--- config.mk ---
export PLATFORM = sky130hd
export DESIGN_NAME = lcd_frame_sched
export DESIGN_NICKNAME = d
export VERILOG_FILES = /design/src/rtl/lcd_frame_sched.sv
export SDC_FILE = /design/constraint.sdc
export NUM_CORES = 1
export LEC_CHECK = 0
export CAP_MARGIN = 20
export CORE_MARGIN = 2
export CORE_UTILIZATION = 30
export DETAILED_ROUTE_END_ITERATION = 10
export GPL_TIMING_DRIVEN = 0
export HOLD_SLACK_MARGIN = 0.05
export PLACE_DENSITY = 0.46
export SLEW_MARGIN = 20
export SYNTH_ARGS = -nofsm -noshare
export SYNTH_HDL_FRONTEND = slang
export SYNTH_SLANG_ARGS = --single-unit
--- constraint.sdc ---
create_clock -name clk_i -period 3.46 [get_ports clk_i]
set_input_delay 0.519 -clock clk_i [delete_from_list [all_inputs] [get_ports clk_i]]
set_output_delay 0.519 -clock clk_i [all_outputs]
set_load 0.01 [all_outputs]
--- src/rtl/lcd_frame_sched.sv ---
// Frame scheduler for a 240x135 ST7789-class LCD: window commands, then RGB565 pixels as MSB-first bytes.
// Optional LCD_FRAME_SCHED_AUTO_REPEAT_EN: start held at the last byte chains straight into a new RAMWR.
module lcd_frame_sched #(
    parameter int unsigned X_OFS = 40,
    parameter int unsigned Y_OFS = 53,
    parameter int unsigned MAX_W = 240,
    parameter int unsigned MAX_H = 135
) (
    input  logic        clk_i,
    input  logic        reset_i,
    input  logic        start_i,
    input  logic [7:0]  win_x_i,
    input  logic [7:0]  win_y_i,
    input  logic [7:0]  win_w_i,
    input  logic [7:0]  win_h_i,
    output logic        busy_o,
    output logic        frame_done_o,
    output logic        err_o,
    output logic        pix_ready_o,
    input  logic        pix_valid_i,
    input  logic [15:0] pix_data_i,
    output logic [7:0]  pix_x_o,
    output logic [7:0]  pix_y_o,
    output logic        tx_valid_o,
    output logic [7:0]  tx_data_o,
    output logic        tx_dc_o,
    output logic        tx_last_o,
    input  logic        tx_ready_i
);

    localparam int unsigned CW = 16;
    localparam int unsigned IW = 4;
    localparam logic [IW-1:0] LAST_IDX = IW'(10);

    typedef enum logic [2:0] {IDLE, CMD, PIX_WAIT, PIX_HI, PIX_LO} state_t;

    state_t        state_q;
    logic [IW-1:0] idx_q;
    logic [7:0]    win_x_q, win_y_q, win_w_q, win_h_q;
    logic [7:0]    pix_x_q, pix_y_q, pix_lo_q;
    logic          busy_q, frame_done_q, err_q, pix_ready_q;
    logic          tx_valid_q, tx_dc_q, tx_last_q;
    logic [7:0]    tx_data_q;

    logic [CW-1:0] xs_d, xe_d, ys_d, ye_d;
    logic [8:0]    x_end_d, y_end_d;
    logic          win_ok_d, accept_d, col_end_d, last_pix_d;
    logic [IW-1:0] idx_d;
    logic [9:0]    cmd_d;

    // Entry {dc, last, byte} of the 11-byte CASET/RASET/RAMWR sequence
    function automatic logic [9:0] cmd_byte(input logic [IW-1:0] idx,
                                            input logic [CW-1:0] xs, input logic [CW-1:0] xe,
                                            input logic [CW-1:0] ys, input logic [CW-1:0] ye);
        logic [9:0] b;
        case (idx)
            IW'(0):  b = {2'b00, 8'h2A};
            IW'(1):  b = {2'b10, xs[15:8]};
            IW'(2):  b = {2'b10, xs[7:0]};
            IW'(3):  b = {2'b10, xe[15:8]};
            IW'(4):  b = {2'b11, xe[7:0]};
            IW'(5):  b = {2'b00, 8'h2B};
            IW'(6):  b = {2'b10, ys[15:8]};
            IW'(7):  b = {2'b10, ys[7:0]};
            IW'(8):  b = {2'b10, ye[15:8]};
            IW'(9):  b = {2'b11, ye[7:0]};
            default: b = {2'b00, 8'h2C};
        endcase
        return b;
    endfunction

    assign xs_d       = CW'(X_OFS) + CW'(win_x_q);
    assign xe_d       = xs_d + CW'(win_w_q) - CW'(1);
    assign ys_d       = CW'(Y_OFS) + CW'(win_y_q);
    assign ye_d       = ys_d + CW'(win_h_q) - CW'(1);
    assign x_end_d    = 9'(win_x_i) + 9'(win_w_i);
    assign y_end_d    = 9'(win_y_i) + 9'(win_h_i);
    assign win_ok_d   = (win_w_i != 8'd0) && (win_h_i != 8'd0) &&
                        (x_end_d <= 9'(MAX_W)) && (y_end_d <= 9'(MAX_H));
    assign accept_d   = tx_valid_q & tx_ready_i;
    assign col_end_d  = (pix_x_q == win_w_q - 8'd1);
    assign last_pix_d = col_end_d && (pix_y_q == win_h_q - 8'd1);
    assign idx_d      = idx_q + IW'(1);
    assign cmd_d      = cmd_byte(idx_d, xs_d, xe_d, ys_d, ye_d);

    always_ff @(posedge clk_i) begin
        if (reset_i) begin
            state_q      <= IDLE;
            idx_q        <= '0;
            win_x_q      <= '0;
            win_y_q      <= '0;
            win_w_q      <= '0;
            win_h_q      <= '0;
            pix_x_q      <= '0;
            pix_y_q      <= '0;
            pix_lo_q     <= '0;
            busy_q       <= 1'b0;
            frame_done_q <= 1'b0;
            err_q        <= 1'b0;
            pix_ready_q  <= 1'b0;
            tx_valid_q   <= 1'b0;
            tx_dc_q      <= 1'b0;
            tx_last_q    <= 1'b0;
            tx_data_q    <= '0;
        end else begin
            frame_done_q <= 1'b0;
            err_q        <= 1'b0;
            case (state_q)
                // A start coinciding with frame_done is deliberately dropped
                IDLE: begin
                    if (start_i && !frame_done_q) begin
                        if (win_ok_d) begin
                            win_x_q    <= win_x_i;
                            win_y_q    <= win_y_i;
                            win_w_q    <= win_w_i;
                            win_h_q    <= win_h_i;
                            busy_q     <= 1'b1;
                            idx_q      <= '0;
                            state_q    <= CMD;
                            tx_valid_q <= 1'b1;
                            tx_dc_q    <= 1'b0;
                            tx_last_q  <= 1'b0;
                            tx_data_q  <= 8'h2A;
                        end else begin
                            err_q <= 1'b1;
                        end
                    end
                end
                CMD: begin
                    if (accept_d) begin
                        if (idx_q == LAST_IDX) begin
                            tx_valid_q  <= 1'b0;
                            tx_last_q   <= 1'b0;
                            pix_ready_q <= 1'b1;
                            state_q     <= PIX_WAIT;
                        end else begin
                            idx_q                           <= idx_d;
                            {tx_dc_q, tx_last_q, tx_data_q} <= cmd_d;
                        end
                    end
                end
                PIX_WAIT: begin
                    if (pix_valid_i && pix_ready_q) begin
                        pix_lo_q    <= pix_data_i[7:0];
                        pix_ready_q <= 1'b0;
                        tx_valid_q  <= 1'b1;
                        tx_data_q   <= pix_data_i[15:8];
                        tx_dc_q     <= 1'b1;
                        tx_last_q   <= 1'b0;
                        state_q     <= PIX_HI;
                    end
                end
                PIX_HI: begin
                    if (accept_d) begin
                        tx_data_q <= pix_lo_q;
                        tx_last_q <= last_pix_d;
                        state_q   <= PIX_LO;
                    end
                end
                PIX_LO: begin
                    if (accept_d) begin
                        tx_valid_q <= 1'b0;
                        tx_last_q  <= 1'b0;
                        if (last_pix_d) begin
                            pix_x_q      <= '0;
                            pix_y_q      <= '0;
                            frame_done_q <= 1'b1;
`ifdef LCD_FRAME_SCHED_AUTO_REPEAT_EN
                            if (start_i) begin
                                idx_q      <= LAST_IDX;
                                state_q    <= CMD;
                                tx_valid_q <= 1'b1;
                                tx_dc_q    <= 1'b0;
                                tx_data_q  <= 8'h2C;
                            end else begin
                                busy_q  <= 1'b0;
                                state_q <= IDLE;
                            end
`else
                            busy_q  <= 1'b0;
                            state_q <= IDLE;
`endif
                        end else begin
                            if (col_end_d) begin
                                pix_x_q <= '0;
                                pix_y_q <= pix_y_q + 8'd1;
                            end else begin
                                pix_x_q <= pix_x_q + 8'd1;
                            end
                            pix_ready_q <= 1'b1;
                            state_q     <= PIX_WAIT;
                        end
                    end
                end
                default: state_q <= IDLE;
            endcase
        end
    end

    assign busy_o       = busy_q;
    assign frame_done_o = frame_done_q;
    assign err_o        = err_q;
    assign pix_ready_o  = pix_ready_q;
    assign pix_x_o      = pix_x_q;
    assign pix_y_o      = pix_y_q;
    assign tx_valid_o   = tx_valid_q;
    assign tx_data_o    = tx_data_q;
    assign tx_dc_o      = tx_dc_q;
    assign tx_last_o    = tx_last_q;

endmodule

==> flow_summary.toml <==
[status]
outcome = "finished, final reports clean"

[global_routing]
grt_pass1_wl_um = 32500
use_met2 = 0.307
grt_max_degree = 15
grt_pass1_vias = 5955
grt.met1_usage = 0.258
global_route.usage.total = 0.187
grt_busiest_layer = "met2"
use_met3 = 0.0284
overflow = 0
antenna_found_initial = 0

[setup_path]
end_kind = "flop"
path_class = "flop to flop"
crit_family = "compound AO/OA/AOI/OAI gates"
path_buf_inv = 1
crit_fanout = 5
required_ns = 3.69
slowest_delay_ns = 0.43
startpoint_type = "flop"
crit_arrival_ns = 3.53
cpMaxStageDelayCell = "a221oi_1"
cp_cell_sequence = "a21o_1 > xnor2_1 > ha_1 > inv_1 > ha_1 > and3_1 > a221oi_1 > xnor2_1 > a221o_1 > a21o_1 > a211oi_1 > a21oi_1"

[sta]
period_needed_ns = 3.29
tns_ns = 0
tightest_slew_ns = 0.685
fin_skew_ns = 0.0116
setup_viol = 0
slew_headroom = 0.540
max_freq_mhz = 304
final_max_slew_viol_count = 0
finalCritPeriodShare = 0.951
finalHoldViolCount = 0

[yosys]
synth.most_common_cell = "nor2_1"
synth-compound-area-share = 0.193
synth_area_per_cell_um2 = 8.06
synth_largest_area_cell = "dfxtp_1"
synth_nets = 930
synth-main-ff-cell = "dfxtp_1"
ys_seq_elements = 78
synthTopCellsByCount = "nor2_1 (102), dfxtp_1 (78), inv_1 (74)"
seq_area_frac_synth = 0.239
synth_top_family_by_area = "simple AND/OR/NAND/NOR gates"
synth_area_leaders = "dfxtp_1 (24%), ha_1 (12%), mux2i_1 (7.2%)"
ys_types = 79
synth_area_mm2 = 0.00653
muxShareOfSynthArea = 0.0721
synth-edff-count = 0
postSynth.asyncResetShare = 0
synth_top_area_frac = 0.239
yosys_warnings = 0
yosys.area_share.simple = 0.213
synth_fa_ha_area_frac = 0.133
synth_cells = 810
synthXorXnorAreaFrac = 0.0830

[final_layout]
syn_to_final_growth_pct = 24.5
fillers = 2268
multi_input_area_mm2 = 0.00459
final-seq-area_mm2 = 0.00156
nets = 1027
num_antenna_cells = 0
drive_above_1_share = 0.0658

[drt]
via_per_inst = 5.10
drt_pre_antenna_iters = 5
wirelength_um = 20800
wire_per_inst_um = 17.5
drt_iter0_drc = 353
drc = 0
ant_nets = 0
num_vias = 6053

[floorplan]
coreArea_mm2 = 0.0212
fp.dieW_um = 152
die_area_mm2 = 0.0230
start_util = 0.308
die_h_um = 152
num_rows = 53
io_pins = 84

[clock_tree]
cts_sinks = 78
clockBufferDepth = 2
path_clk_slew_ns = 0.06
htree_levels = 3
cts_root_buf = "clkbuf_16"
cts_buffers = 9
clk_latency_ns = 0.36
cts_tree = "built"

[placement]
dp_hpwl_um = 16700
io_buffer_count = 83
place_congestion = 0.824

[power]
p_leak_nw = 3.46
finalPower_mw = 2.99
powerDensity_mw_per_mm2 = 368
ir_worst_vdd_mv = 0.311

[job]
cap_violations = 0

[worst_hold_path]
hold_class = "flop to flop"
==> worst min-delay path, stage by stage (launching register included) <==
cell	delay, ns
dfxtp_1	0.32
nand2_1	0.05
mux2i_1	0.05
==> final timing paths <==
kind,depth (start not counted),endpoint,start,slack [ns]
worst max-delay path,12,tx_data_o[7],win_x_q[3],0.17
worst min-delay path,2,tx_dc_o,tx_dc_o,0.47
worst max register to register,12,tx_data_o[7],win_x_q[3],0.17
worst min register to register,2,tx_dc_o,tx_dc_o,0.47
==> kinds of logic (layout without fill, tap and decap cells) <==
family                   after synthesis  count (layout)
XOR/XNOR                              61              61
multiplexers                          47              47
AO/OA/AOI/OAI                        179             179
buffers and inverters                105             207
AND/OR/NAND/NOR                      273             273
flip-flops                            78              78
adder cells (fa/ha/maj)               67              67
==> layer usage <==
layer	vias to the layer above	wire [µm]
li1	3077	-
met1	2868	10300
met2	97	9680
met3	11	609
met4	0	188
met5	-	0
==> state kept, by name, indices dropped and copies added, names as in the netlist <==
name,cells
tx_last_o,1
busy_o,1
win_h_q,8
tx_data_o,8
pix_ready_o,1
pix_lo_q,8
win_x_q,8
err_o,1
pix_y_o,8
pix_x_o,8
win_y_q,8
frame_done_o,1
state_q,3
tx_valid_o,1
tx_dc_o,1
win_w_q,8
idx_q,4
==> placed cells by master (no fill, tap or decap), drive strengths merged, types with 27 or more instances in the layout <==
cell type and n:
xnor2 34, inv 75, nand2 44, o21ai 34
clkbuf 28, nor2 102, clkdlybuf4s50 83, a21oi 41
mux2i 47, xor2 27, dfxtp 78, ha 63
==> area by class of cell <==
class                           instances  share of cell area
Multi-Input combinational cell        627               0.565
Clock buffer                           10              0.0294
Inverter                               74              0.0342
Tap cell                              275              0.0423
Sequential cell                        78               0.192
Timing Repair Buffer                   86               0.105
Clock inverter                          6              0.0114
Buffer                                 31              0.0202
==> stage by stage <==
stage / setup slack [ns] / hold WS, ns / std cells / util / instance area [µm²]
CTS: 0.0300 / 0.478 / 1184 / 0.379 / 8050
global route: -0.00747 / 0.510 / 1187 / 0.383 / 8130
global placement: -0.247 / 0.466 / 1168 / 0.363 / 7700
detailed placement: -0.228 / 0.468 / 1168 / 0.363 / 7700
finish: 0.168 / 0.471 / 1187 / 0.383 / 8130
floorplan: 0.364 / 0.460 / 810 / - / 6530
==> timing repair <==
item | 4_1_cts | 5_1_grt
gates resized for setup | 5 | 15
setup endpoints to repair | 3 | 34
pin swaps | 0 | 2
buffers inserted | 0 | 3
hold buffers | 0 | 0
==> where the power goes <==
part / total (mW) / switching, mW / leakage [nW] / internal [mW]
sequential: 0.979 / 0.0439 / 0.631 / 0.935
clock: 1.08 / 0.426 / 0.155 / 0.656
combinational: 0.929 / 0.505 / 2.67 / 0.424
No activity file was read; power rests on OpenSTA's default activity.
